### src/rtl/multicycle_control_fsm.sv
// Multi-cycle MIPS sequencing controller.
// Walks the shared-memory/shared-ALU datapath through fetch, decode, execute,
// memory and writeback. It drives every select/enable line as a Moore decode
// of the state, waits on the memory-ready handshake, and counts retired
// instructions.
module multicycle_control_fsm #(
  parameter int         CNT_W      = 32,
  parameter logic [1:0] JAL_REGDST = 2'b10
) (
  input  logic             clk,
  input  logic             reset,
  input  logic [5:0]       opcode,
  input  logic [5:0]       funct,
  input  logic             zero,
  input  logic             mem_ready,
  output logic             pcwrite,
  output logic             pcwritecond,
  output logic             iord,
  output logic             memread,
  output logic             memwrite,
  output logic             irwrite,
  output logic [1:0]       regdst,
  output logic [1:0]       memtoreg,
  output logic             regwrite,
  output logic             alusrca,
  output logic [1:0]       alusrcb,
  output logic [1:0]       aluop,
  output logic [1:0]       pcsource,
  output logic             trap,
  output logic [3:0]       state_o,
  output logic [CNT_W-1:0] instret
);

  localparam logic [5:0] OP_RTYPE = 6'b000000;
  localparam logic [5:0] OP_LW    = 6'b100011;
  localparam logic [5:0] OP_SW    = 6'b101011;
  localparam logic [5:0] OP_BEQ   = 6'b000100;
  localparam logic [5:0] OP_J     = 6'b000010;
  localparam logic [5:0] OP_JAL   = 6'b000011;
  localparam logic [5:0] OP_ADDI  = 6'b001000;
  localparam logic [5:0] FN_JR    = 6'b001000;

  typedef enum logic [3:0] {
    FETCH    = 4'd0,
    DECODE   = 4'd1,
    MEMADR   = 4'd2,
    MEMRD    = 4'd3,
    MEMWB    = 4'd4,
    MEMWR    = 4'd5,
    RTEXEC   = 4'd6,
    RTWB     = 4'd7,
    BEQ      = 4'd8,
    JUMP     = 4'd9,
    JAL      = 4'd10,
    ADDIEXEC = 4'd11,
    ADDIWB   = 4'd12,
    JR       = 4'd13,
    ILLEGAL  = 4'd14,
    IDLE     = 4'd15
  } state_t;

  state_t state, state_next;
  logic   retire;

  // The branch comparison is resolved inside the datapath (pcwritecond & zero),
  // so the controller never needs the flag itself.
  logic unused_zero;
  assign unused_zero = zero;

  assign state_o = state;

  // State register; reset parks the sequencer in IDLE with every output low.
  always_ff @(posedge clk or negedge reset) begin
    if (!reset) state <= IDLE;
    else        state <= state_next;
  end

  // Next-state: opcode/funct are only looked at in DECODE and MEMADR.
  always_comb begin
    state_next = state;
    unique case (state)
      IDLE:     state_next = FETCH;
      FETCH:    if (mem_ready) state_next = DECODE;
      DECODE: begin
        case (opcode)
          OP_LW, OP_SW: state_next = MEMADR;
          OP_RTYPE:     state_next = (funct == FN_JR) ? JR : RTEXEC;
          OP_BEQ:       state_next = BEQ;
          OP_J:         state_next = JUMP;
          OP_JAL:       state_next = JAL;
          OP_ADDI:      state_next = ADDIEXEC;
          default:      state_next = ILLEGAL;
        endcase
      end
      MEMADR:   state_next = (opcode == OP_SW) ? MEMWR : MEMRD;
      MEMRD:    if (mem_ready) state_next = MEMWB;
      MEMWR:    if (mem_ready) state_next = FETCH;
      RTEXEC:   state_next = RTWB;
      ADDIEXEC: state_next = ADDIWB;
      MEMWB, RTWB, BEQ, JUMP, JAL, ADDIWB, JR:
                state_next = FETCH;
      ILLEGAL:  state_next = ILLEGAL;
      default:  state_next = FETCH;
    endcase
  end

  // Moore output decode; only irwrite/pcwrite in FETCH follow mem_ready.
  always_comb begin
    pcwrite     = 1'b0;
    pcwritecond = 1'b0;
    iord        = 1'b0;
    memread     = 1'b0;
    memwrite    = 1'b0;
    irwrite     = 1'b0;
    regdst      = 2'b00;
    memtoreg    = 2'b00;
    regwrite    = 1'b0;
    alusrca     = 1'b0;
    alusrcb     = 2'b00;
    aluop       = 2'b00;
    pcsource    = 2'b00;
    case (state)
      FETCH: begin
        memread = 1'b1;
        alusrcb = 2'b01;
        irwrite = mem_ready;
        pcwrite = mem_ready;
      end
      DECODE: alusrcb = 2'b11;
      MEMADR: begin
        alusrca = 1'b1;
        alusrcb = 2'b10;
      end
      MEMRD: begin
        memread = 1'b1;
        iord    = 1'b1;
      end
      MEMWB: begin
        regwrite = 1'b1;
        memtoreg = 2'b01;
      end
      MEMWR: begin
        memwrite = 1'b1;
        iord     = 1'b1;
      end
      RTEXEC: begin
        alusrca = 1'b1;
        aluop   = 2'b10;
      end
      RTWB: begin
        regwrite = 1'b1;
        regdst   = 2'b01;
      end
      BEQ: begin
        alusrca     = 1'b1;
        aluop       = 2'b01;
        pcwritecond = 1'b1;
        pcsource    = 2'b01;
      end
      JUMP: begin
        pcwrite  = 1'b1;
        pcsource = 2'b10;
      end
      // PC still holds PC+4 here, so r31 captures the return address while
      // the PC is loaded with the jump target.
      JAL: begin
        pcwrite  = 1'b1;
        pcsource = 2'b10;
        regwrite = 1'b1;
        regdst   = JAL_REGDST;
        memtoreg = 2'b10;
      end
      ADDIEXEC: begin
        alusrca = 1'b1;
        alusrcb = 2'b10;
      end
      ADDIWB: regwrite = 1'b1;
      JR: begin
        pcwrite  = 1'b1;
        pcsource = 2'b11;
      end
      default: ;
    endcase
  end

  // An instruction retires on the edge that leaves its last state for FETCH.
  always_comb begin
    retire = 1'b0;
    case (state)
      MEMWB, MEMWR, RTWB, BEQ, JUMP, JAL, ADDIWB, JR:
        retire = (state_next == FETCH);
      default: retire = 1'b0;
    endcase
  end

  // Retired-instruction counter, wraps naturally.
  always_ff @(posedge clk or negedge reset) begin
    if (!reset)      instret <= '0;
    else if (retire) instret <= instret + CNT_W'(1);
  end

  // Sticky illegal-opcode flag; only reset clears it.
  always_ff @(posedge clk or negedge reset) begin
    if (!reset)                     trap <= 1'b0;
    else if (state_next == ILLEGAL) trap <= 1'b1;
  end

endmodule

### config.mk
export PLATFORM = sky130hd
export DESIGN_NAME = multicycle_control_fsm
export DESIGN_NICKNAME = d
export VERILOG_FILES = /design/src/rtl/multicycle_control_fsm.sv
export SDC_FILE = /design/constraint.sdc
export NUM_CORES = 1
export LEC_CHECK = 0
export ABC_AREA = 1
export CORE_MARGIN = 1.5
export CORE_UTILIZATION = 45
export DETAILED_ROUTE_END_ITERATION = 8
export GPL_TIMING_DRIVEN = 0
export PLACE_DENSITY = 0.82
export SKIP_LAST_GASP = 1
export SLEW_MARGIN = 10
export SYNTH_ARGS = -nofsm -noshare
export SYNTH_HDL_FRONTEND = slang
export SYNTH_SLANG_ARGS = --single-unit
### constraint.sdc
create_clock -name clk -period 1.8 [get_ports clk]
set_input_delay 0.54 -clock clk [delete_from_list [all_inputs] [get_ports clk]]
set_output_delay 0.54 -clock clk [all_outputs]
set_load 0.05 [all_outputs]
==> flow_results.org, run 1 <==
** Outcome
- Result of the run :: complete, but fails checks
- The checks that failed: setup timing.

** Synthesis
- Sequential-to-total area share from yosys stat :: 0.3200
- Count of cell types in the netlist :: 34
- After synthesis, the share of flip-flops with an asynchronous set or reset is 1.000.
- Counting every instance in the synthesized netlist gives 429.
- In this run the mean area of a mapped cell was 6.781 um^2.
- Area leader, netlist :: dfrtp_1
- Yosys mapped a number of flops with a built-in enable equal to 0.
- Area contributors post-synth :: dfrtp_1 28%, nand2_1 15%, inv_1 8.3%
- Yosys top cell area share :: 0.2839
- The number of nets handed over by synthesis was 446.
- For this run, the number of Yosys warnings is 0.
- In the synthesized netlist the dominant register cell turns out to be dfrtp_1.
- Summed instance area of the synthesized netlist :: 2909 um^2
- Synthesized flop and latch total :: 37

** Timing
- The number of hold-slack violations in the final timing report was 0.
- On the final layout, the worst clock skew is 0.01708 ns.
- Hold slack :: 0.1037 ns
- Worst-case headroom to the max-slew limit :: 0.6559
- The number of max-slew violations in the final report is 0.
- Smallest setup slack after layout :: -0.4622 ns
- Of the available clock period, the critical path in the final layout requires 1.257.
- Highest Clock Rate :: 442.0 MHz
- Final setup vio count :: 56
- Total negative setup slack :: -18.83 ns
- Fin crit period :: 2.262 ns
- Worst slew pin tran :: 0.5123 ns
- Unrepaired setup endpoints after global routing :: true

** Global routing
- Wire length of the first global-routing pass :: 15680 um
- The initial antenna violation count came to 0.
- Via count of the first global-routing pass :: 3282
- Entering global routing, the biggest net connects 27 pins.
- Across every metal layer, demand over resource in global routing totals 0.2772.
- Summed over all layers, the global routing overflow is 0.

** Place
- At the end of routability-driven placement, the weighted congestion stood at 0.9296.
- In this run, placement finished with an instance count of 576.
- DPL Wire Length :: 6052 um
- Input and output buffers added on the ports amount to 69.
- The placed instances occupy a cell area of 3872 um^2.

** Power
- For this design the total switching power over the nets is 4.207 mW.
- Of the total power, the share spent switching nets is 0.5006.
- The analysis attributes to cell leakage a power of 2.404 nW.
- Flop pwr share :: 0.133
- Internal power comes to 4.197 mW.
- Dividing total power by cell area gives a power density of 1720 nW/um^2.
- Share of power burned in combinational logic :: 0.794
- Of the total power, the clock network draws 0.072.
- The worst-case IR drop observed on VDD is 1.369 mV.

** Route
- For this block, the initial DRC count from the detailed router was 488.
- First-pass detailed-route iteration total :: 5
- Vias/cell :: 5.994
- Remaining antenna violation count after routing :: 0
- Dividing the detail-routed wire length by the instance count gives 18.76 um.
- In the routed design, unresolved DRC markers number 0.
- The final layout contains routed wiring with a total length of 11850 um.
- Via count :: 3788

** Setup path
- The worst register-to-register path has a setup slack of -0.43 ns.
- The largest single stage delay on the critical path is 0.68 ns.
- Depth of the worst register-to-register path :: 14
- Most common cell type on the critical path :: nor2_4
- Data arrival, critical path :: 1.72 ns
- The setup path with the least slack is of type reg -> out.
- The worst setup path is launched from a register.
- Largest fanout on the critical path :: 5
- In this run the worst setup path begins at state_o[3].
- CP Capture Point :: alusrcb[1]
- Data required time at the worst endpoint :: 1.26 ns
- Cells along the critical path :: inv_6 -> nor2_4 -> nand2_2 -> inv_2 -> nor2_4 -> o21ai_4 -> buf_6
- Reg2Reg Capture Point :: instret[7]
- Element type at the critical path end :: output pin
- Launching point of the worst reg2reg path :: state_o[0]
- Critical path's slowest cell :: dfstp_4

** Cells and area
- Net count, final :: 571
- P&R area growth vs syn :: 67.96%
- Number of antenna diodes :: 0
- Fraction of layout instances using a drive strength above 1 :: 0.4072
- The finished cells cover 4886 um^2.
- Final standard cell count with taps included and fillers excluded :: 632

** Flow run
- Across the run, the number of max-cap violations was 0.

** Clocking
- Clock tree root buffer cell :: clkbuf_8
- Number of H-tree levels :: 2
- Clk sink count :: 37
- The longest clock path from root to sink contains 2 buffers.
- Clock latency on the worst-skew pair :: 0.31 ns
- The number of clock buffers added by TritonCTS is 5.
- CTS tree :: yes
- Clock-pin slew of the registers on the worst-case setup and hold paths :: 0.09 ns
- For this design, the CTS-stage hold fixing added 0 buffers.

** Min path
- The worst hold path belongs to the class in -> async.

** Floorplanning
- The die is 83.40 um wide.
- Number of ports placed on the die boundary :: 71
- Placeable Area :: 6314 um^2
- # rows :: 29
- Initial standard-cell utilization of the core :: 0.4608
- The die covers 6956 um^2.
- Floorplan die height :: 83.40 um
## critical path: cells and delay by family (launching register included)
family	cells	cell delay (ns)
AOI/OAI and AO/OA	1	0.05
buffers and inverters	3	0.32
DFF	1	0.68
and+or+nand+nor	3	0.35
## final cells by class
type / instances / area [um^2]
Buffer: 12 / 155.1
Clock buffer: 7 / 76.32
Clock inverter: 1 / 5.005
Fill cell: 407 / 1428
Inverter: 68 / 294.0
Multi-Input combinational cell: 309 / 2026
Sequential cell: 37 / 948.4
Tap cell: 77 / 96.34
Timing Repair Buffer: 121 / 1285
## power by group through the flow
stage | clock network, mW | logic, mW | registers [mW]
2_1_floorplan | 0 | 2.54 | 1.35
3_3_place_gp | 0 | 3.73 | 1.12
3_5_place_dp | 0 | 3.77 | 1.12
4_1_cts | 0.586 | 5.20 | 1.11
5_1_grt | 0.616 | 6.84 | 1.13
6_report | 0.607 | 6.68 | 1.12
## metal layers
layer	global-route usage	share of wire	up-vias
met5	0	0	-
met4	0.1015	0.052	0
met3	0.03976	0.088	82
met2	0.4871	0.50	289
met1	0.3452	0.36	1780
li1	-	-	1637
## placed cells by master, fill, tap and decap left out, types with 14 or more instances in the layout
master         instances
buf_4                 27
buf_6                 30
buf_8                 18
dfrtp_1               31
dlygate4sd2_1         14
inv_1                 53
nand2_1               96
nand2_2               19
nand3_1               33
nand4_1               38
nor2_1                30
nor2_4                17
## metrics by stage
stage | total power, mW | worst slack [ns] | util
after global routing | 8.592 | -0.4956 | 0.7739
after global placement | 4.852 | -0.8856 | 0.6110
after floorplan | 3.896 | -0.3658 | -
final | 8.404 | -0.4622 | 0.7739
after CTS | 6.902 | -0.3820 | 0.7002
after detailed placement | 4.895 | -0.8891 | 0.6134
## how the worst min path moves through the flow
| stage | cells after the start | from | to | slack [ns] |
|---|---|---|---|---|
| after floorplan | 0 | reset | instret[0] | 0.24 |
| after global placement | 2 | trap | trap | 0.45 |
| after detailed placement | 1 | reset | instret[3] | 0.44 |
| after CTS | 1 | reset | instret[8] | 0.12 |
| after global routing | 1 | reset | instret[8] | 0.13 |
| final | 1 | reset | instret[8] | 0.10 |
## sequential cells by signal (all words and copies together) (netlist names)
| signal | cells |
|---|---|
| trap | 1 |
| instret | 32 |
| state_o | 4 |
## Yosys cell counts (5+ instances only)
cell / number
nand2_1: 118
nor3_2: 5
nand2_2: 8
nand4_1: 38
inv_1: 64
buf_6: 7
nor2_1: 45
nor2_2: 6
nor3_1: 10
nand3_1: 46
xor2_1: 8
dfrtp_1: 33
## logic make-up after synthesis
logic type      after synthesis  synth area share
simple gates                287            0.4877
buf+inv                      83            0.1308
flops                        37            0.3200
compound gates               12           0.03011
xor+xnor                      9           0.02710
fa+ha+maj                     1          0.004300
## what timing repair did
item                                    in CTS  in global routing
cloned                                       4                  4
endpoints found under the hold margin        0                  0
pin swaps                                   14                 32
setup buffers                               27                 18
endpoints found under the setup margin      87                 67
gates resized for setup                    266                102
(Power assumes the default switching activity.)
==> inputs of run 2 (changes only) <==
--- a/config.mk
+++ b/config.mk
@@ -10,7 +10,7 @@
 export CORE_UTILIZATION = 45
 export DETAILED_ROUTE_END_ITERATION = 8
 export GPL_TIMING_DRIVEN = 0
-export PLACE_DENSITY = 0.82
+export PLACE_DENSITY = 0.79
 export SKIP_LAST_GASP = 1
 export SLEW_MARGIN = 10
 export SYNTH_ARGS = -nofsm -noshare
==> constraint.sdc (replaced) <==
create_clock -name clk -period 2.74 [get_ports clk]
set_input_delay 0.822 -clock clk [delete_from_list [all_inputs] [get_ports clk]]
set_output_delay 0.822 -clock clk [all_outputs]
set_load 0.05 [all_outputs]
==> run 2 against run 1 <==
The run still ends with setup timing left. Sequential share of layout area up 5.2 points. Count of clock-buffer cells in the layout unchanged. Utilization down 18 points. Worst setup slack better by 0.44 ns. Cell area down 23%. Critical path type is now in -> out. Register-to-register slack better by 1.1 ns. Cell count down 7.6%. Die area unchanged.
==> flow_results.org, run 2 (synthesis gave the netlist of run 1 again) <==
** Global routing
- The initial antenna violation count is 0.
- GR Overflow Total :: 0
- For this run, the total global-route usage over all layers was measured as 0.2337.
- Entering global routing, the biggest net connects 22 pins.
- Wire length of the first global-routing pass :: 13460 um
- The number of global-route vias before repair was 2968.

** Setup path
- Element type at the critical path end :: output pin
- Largest fanout on the critical path :: 5
- The worst register-to-register path ends at instret[24].
- The slowest stage of the critical path is the clkdlybuf4s50_1 cell.
- Walking the worst path, the cells encountered are clkdlybuf4s50_1 -> nand2_1 -> nand3_1 -> clkbuf_2.
- Type of origin of the critical path :: primary input
- Worst Setup Path Type :: in -> out
- Depth of the worst register-to-register path :: 10
- Following the worst setup path forward leads to its endpoint at pcwrite.
- At the worst endpoint, the arrival time is 1.94 ns.
- The largest single stage delay on the critical path is 0.55 ns.
- Slack of the worst reg-to-reg path :: 0.65 ns
- The startpoint identified for the worst register-to-register timing path is instret[0].
- In this run the worst setup path begins at mem_ready.
- Data required time at the worst endpoint :: 1.92 ns

** Clocking
- The number of clock buffers added by TritonCTS is 5.
- Counting along the longest clock path gives a buffer depth of 2.
- CTS tree :: yes
- Total setup buffers inserted after CTS :: 0
- Clk sink count :: 37
- Number of H-tree levels :: 2
- Resize count post-CTS :: 33
- The clock reaches the later pin of the worst-skew pair after 0.30 ns.
- Hold_buf cts :: 0
- Clock tree root buffer cell :: clkbuf_8
- Clock-pin slew was measured on the worst setup and hold paths at 0.08 ns.

** Flow run
- Across the run, the number of max-cap violations was 0.

** Floorplanning
- Placeable Area :: 6314 um^2
- Number of ports placed on the die boundary :: 71
- For this configuration, the core starts out at a cell density of 0.4608.
- Width of the die :: 83.40 um
- The die covers 6956 um^2.
- The floorplan has 29 rows.
- Measured along the y axis, the die boundary spans 83.40 um.

** Place
- Post-detailed-placement cell area :: 3726 um^2
- DPL Wire Length :: 6058 um
- In this run, placement finished with an instance count of 576.
- Place WS :: -0.5420 ns
- Input/output buffers :: 69
- Global placer's final weighted congestion :: 0.8848

** Power
- For this design the static power due to leakage is 1.906 nW.
- Of the total power, the clock network draws 0.144.
- Post-route total power :: 3.462 mW
- Switching component of the power :: 1.895 mW
- Of the total power, registers draw 0.202.
- Cell internal power was estimated by the tool at 1.567 mW.
- Share of power burned in combinational logic :: 0.654
- PwrDens :: 916.4 nW/um^2
- The worst-case IR drop observed on VDD is 0.6052 mV.
- Of the total power, the share spent switching nets is 0.5475.

** Timing
- Hold slack :: 0.4568 ns
- Layout Skew :: 0.01337 ns
- Max-slew violations :: 0
- Smallest setup slack after layout :: -0.02565 ns
- Unrepaired setup endpoints after global routing :: true
- Setup violations remaining at the end of the flow were counted as 1.
- Worst-case headroom to the max-slew limit :: 0.6451
- The number of hold-slack violations in the final timing report came to 0.
- Highest Clock Rate :: 361.6 MHz
- Tcrit/Tclk final :: 1.009
- At the pin with the least slew margin, the transition time is 0.5308 ns.
- Fin crit period :: 2.766 ns

** Route
- In this run, the number of DRC markers left after iteration 0 of detailed routing was 241.
- Using the TritonRoute via totals, the vias-per-cell ratio works out to 5.382.
- The pre-antenna-repair detailed-routing pass consisted of 5 iterations.
- Summing over every cut layer, the via total after detailed routing is 3143.
- Once detail routing completed, the nets flagged for antenna violations numbered 0.
- After detailed routing, the average wire length per cell comes to 13.42 um.
- In the routed design, unresolved DRC markers number 0.
- Total length of routed wires :: 7835 um

** Cells and area
- Final Cell Area :: 3777 um^2
- Area of combinational cells with multiple inputs :: 1605 um^2
- In the final design database the tool counted 523 nets.
- Final standard cell count with taps included and fillers excluded :: 584
- Most common library cell in the layout ignoring fill and taps :: nand2_1
- P&R area growth vs syn :: 29.85%
- The layout has 601 filler cells.
- Across the whole layout, storage elements account for 930.9 um^2.
- Flip-flop count of the largest register, all copies and words added :: 32
- Of the cells placed in the final design, the portion with a size suffix greater than 1 is 0.1598.
- The repair_antennas step left the layout with diodes totalling 0.
- The top cell types in the final layout, fill and taps aside, are 118 x nand2_1, 64 x inv_1, 50 x clkdlybuf4s50_1, 46 x nand3_1, 42 x nor2_1.
- Ranked by flip-flop count, first place goes to instret.

** Outcome
- The run finished, with violations left.
- Violated checks :: setup timing

** Min path
- The min-delay analysis places its worst path in the category in -> async.
-- run 2: critical path: cells and delay by family --
kind,cells,cell delay [ns]
AND/OR/NAND/NOR,2,0.30
buffers and inverters,2,0.82
-- run 2: layout make-up --
type / count / share of cell area
Buffer: 15 / 0.03312
Multi-Input combinational cell: 309 / 0.4250
Clock inverter: 1 / 0.007950
Tap cell: 77 / 0.02551
Inverter: 68 / 0.06757
Timing Repair Buffer: 70 / 0.1716
Clock buffer: 7 / 0.02286
Sequential cell: 37 / 0.2464
-- run 2: how the worst min path moves through the flow --
| stage | start | endpoint | slack (ns) | depth (start not counted) |
|---|---|---|---|---|
| global route | reset | instret[24] | 0.48 | 1 |
| floorplan | reset | instret[0] | 0.53 | 0 |
| global placement | trap | trap | 0.47 | 2 |
| detailed placement | trap | trap | 0.47 | 2 |
| CTS | reset | instret[24] | 0.47 | 1 |
| finish | reset | instret[27] | 0.46 | 1 |
-- run 2: routing by layer --
layer / vias up / part of all wire / GRT usage
li1: 1541 / - / -
met1: 1471 / 0.42 / 0.2960
met2: 119 / 0.51 / 0.4095
met3: 12 / 0.060 / 0.02883
met4: 0 / 0.014 / 0.08182
met5: - / 0 / 0
-- run 2: metrics by stage --
step	TNS (ns)	utilization
final	-0.02565	0.5983
after global routing	-0.05992	0.5983
after CTS	-0.2664	0.6068
after detailed placement	-1.550	0.5902
after global placement	-3.090	0.5866
after floorplan	-0.2554	-
-- run 2: power by group through the flow --
stage          Combinational [mW]  Sequential, mW  Clock (mW)
2_1_floorplan                1.53           0.854           0
3_3_place_gp                 2.30           0.706           0
3_5_place_dp                 2.32           0.707           0
4_1_cts                      2.28           0.698       0.510
5_1_grt                      2.41           0.709       0.522
6_report                     2.26           0.699       0.499
==> inputs of run 3 (changes only) <==
==> constraint.sdc (replaced) <==
create_clock -name clk -period 2.74 [get_ports clk]
set_input_delay 0.274 -clock clk [delete_from_list [all_inputs] [get_ports clk]]
set_output_delay 0.274 -clock clk [all_outputs]
set_load 0.05 [all_outputs]
==> run 3 against run 2 <==
The flow now finishes without violations. Critical path depth is 2 higher. Routed wire length is 0.66% lower. Fmax is 6.0% higher. Register-to-register slack hardly changed. Via count is 1.2% lower. Highest routed layer unchanged. First-iteration DRC count is 34% lower. Global-route usage is 0.091 points higher. Non-clock buffer count is 1 higher.
==> flow_results.org, run 3 (synthesis gave the netlist of run 1 again) <==
** Outcome
- The flow ran to the end, and the final reports show no timing, DRC or antenna violations.

** Setup path
- In this run the worst path has a maximum fanout of 8.
- The critical path contains buffers and inverters numbering 4 combined.
- The slowest stage of the critical path belongs to the cell clkdlybuf4s50_1.
- For the worst setup path, the data required time is 2.47 ns.
- The critical path is of the reg -> out type.
- Traced cell by cell, the critical path runs through inv_2 -> nor2_2 -> inv_1 -> nor2_1 -> buf_4 -> clkdlybuf4s50_1.
- In this design, the stage delay of the slowest critical-path cell is 0.79 ns.
- Top Family by Delay on Critical Path :: buffers and inverters
- Element type at the critical path end :: output pin
- The worst setup path is launched from a register.
- Data arrival, critical path :: 2.34 ns

** Route
- Iter 0 DRT Violations :: 159
- Dividing the detail-routed via count by the number of cells gives 5.306.
- The first detailed-routing pass ran for 5 iterations.
- Via count :: 3104
- The routed design has 7783 um of wire.
- In the final routed layout, each cell accounts on average for 13.30 um.
- The detail route stage leaves a number of antenna-violating nets equal to 0.
- For this run, design rule violations remaining after detail routing come to 0.

** Clocking
- Deepest clock path buffer count :: 2
- The cell sitting at the root of the clock tree is a clkbuf_8.
- In this run the number of H-tree levels came out at 2.
- Clock-pin slew of the registers on the worst-case setup and hold paths :: 0.08 ns
- CTS tree :: yes
- Post-CTS timing repair inserted 0 buffers for setup.
- Buffers inserted during clock tree synthesis total 5.
- Clk sink count :: 37
- For the worst-skew pair, the clock arrives at the later sink with an insertion delay of 0.30 ns.

** Floorplanning
- Initial standard-cell utilization of the core :: 0.4608
- Floorplan die height :: 83.40 um
- Placeable Area :: 6314 um^2
- Width of the die :: 83.40 um
- The initialized floorplan defines 29 standard-cell rows.
- During I/O placement, the number of pins put on the boundary was 71.
- Die area :: 6956 um^2

** Global routing
- Via count of the first global-routing pass :: 3064
- Largest net degree at the start of global routing :: 20
- Antenna violations before repair :: 0
- For this run, the total global-route usage over all layers was measured as 0.2346.
- The first global-routing pass estimated 13710 um of wire.
- For this run the aggregate overflow at the end of global routing stands at 0.

** Timing
- Unrepaired setup endpoints after global routing :: false
- For this run, the top clock speed supported by timing is 383.2 MHz.
- Max-slew violations :: 0
- For the pin with the worst max-slew slack, the measured transition is 0.5312 ns.
- Of the available clock period, the critical path in the final layout requires 0.9524.
- Across all hold checks on the routed design, the worst slack comes to 0.4658 ns.
- Setup violations remaining at the end of the flow were counted as 0.
- Measured against its own limit, the worst slew margin works out to 0.6448.
- Fin crit period :: 2.609 ns
- Total negative setup slack :: 0 ns
- Final number of hold-violating endpoints :: 0
- Layout Skew :: 0.01057 ns

** Place
- Global placer's final weighted congestion :: 0.9266
- DPL Wire Length :: 6039 um
- The count of buffers added on input and output ports is 69.

** Flow run
- Max-cap violations in this run came to 0.

** Cells and area
- Top reg by flops :: instret
- After the last flow step, the layout net total stands at 524.
- Number of antenna diodes :: 0
- Commonest cells after routing, fill and taps aside :: 118 x nand2_1, 68 x clkdlybuf4s50_1, 64 x inv_1, 46 x nand3_1, 45 x nor2_1
- The area growth from synthesis to layout is 32.77%.
- Fill cells in the final layout number 553.
- Most common library cell in the layout ignoring fill and taps :: nand2_1
- Flip-flop count of the largest register, all copies and words added :: 32
- Fraction of layout instances using a drive strength above 1 :: 0.1260

** Power
- PwrDens :: 927.4 nW/um^2
- For this design the static power due to leakage is 1.887 nW.
- The worst-case IR drop observed on VDD is 0.7648 mV.

** Min path
- The tightest min-delay check is of the in -> async type.
run 3: metrics by stage:
stage                     setup slack [ns]  cell area [um^2]  power [mW]  cells  utilization
final                               0.1306              3862       3.582    585       0.6118
after global routing               0.03831              3862       3.777    585       0.6118
after CTS                           0.1336              3862       3.582    585       0.6118
after detailed placement            0.4523              3719       3.008    576       0.5890
after global placement              0.4644              3696       2.970    575       0.5854
after floorplan                    0.09239              2909       2.372    429            -
run 3: path summary, 6_finish.rpt:
kind / startpoint / end / slack, ns / cells past startpoint
worst max-delay path: state_o[3] / aluop[0] / 0.13 / 6
worst min-delay path: reset / instret[8] / 0.47 / 2
worst max register to register: instret[0] / instret[24] / 0.64 / 10
worst min register to register: trap / trap / 0.48 / 2
max in group asynchronous: reset / instret[26] / 1.80 / 3
min in group clk: trap / trap / 0.48 / 2
run 3: repair_timing:
action | CTS | global route
resized for setup | 0 | 0
hold buffers | 1 | 0
endpoints found under the hold margin | 14 | 0
run 3: layer usage:
metal  part of all wire  vias up  track usage  wire (um)
li1                   -     1540            -          -
met1               0.44     1452       0.3024       3401
met5                  0        -            0          0
met2               0.50       99       0.3984       3878
met4              0.017        0      0.07727        132
met3              0.048       13      0.04076        371
run 3: layout make-up:
cell class / instances / area, um^2 / area share
sequential: 37 / 930.9 / 0.2410
multi-input combinational: 309 / 1598 / 0.4137
clock inverter: 3 / 65.06 / 0.01684
clock buffer: 5 / 68.82 / 0.01782
buffer: 15 / 125.1 / 0.03239
tap: 77 / 96.34 / 0.02494
inverter: 68 / 255.2 / 0.06608
timing repair buffer: 71 / 723.2 / 0.1872
run 3: power breakdown:
group          total [mW]  leakage (nW)  switching [mW]  internal, mW
combinational        2.31          1.33            1.58         0.727
clock               0.572        0.0681           0.210         0.362
sequential          0.700         0.494          0.0863         0.613
total                3.58          1.89            1.88          1.70
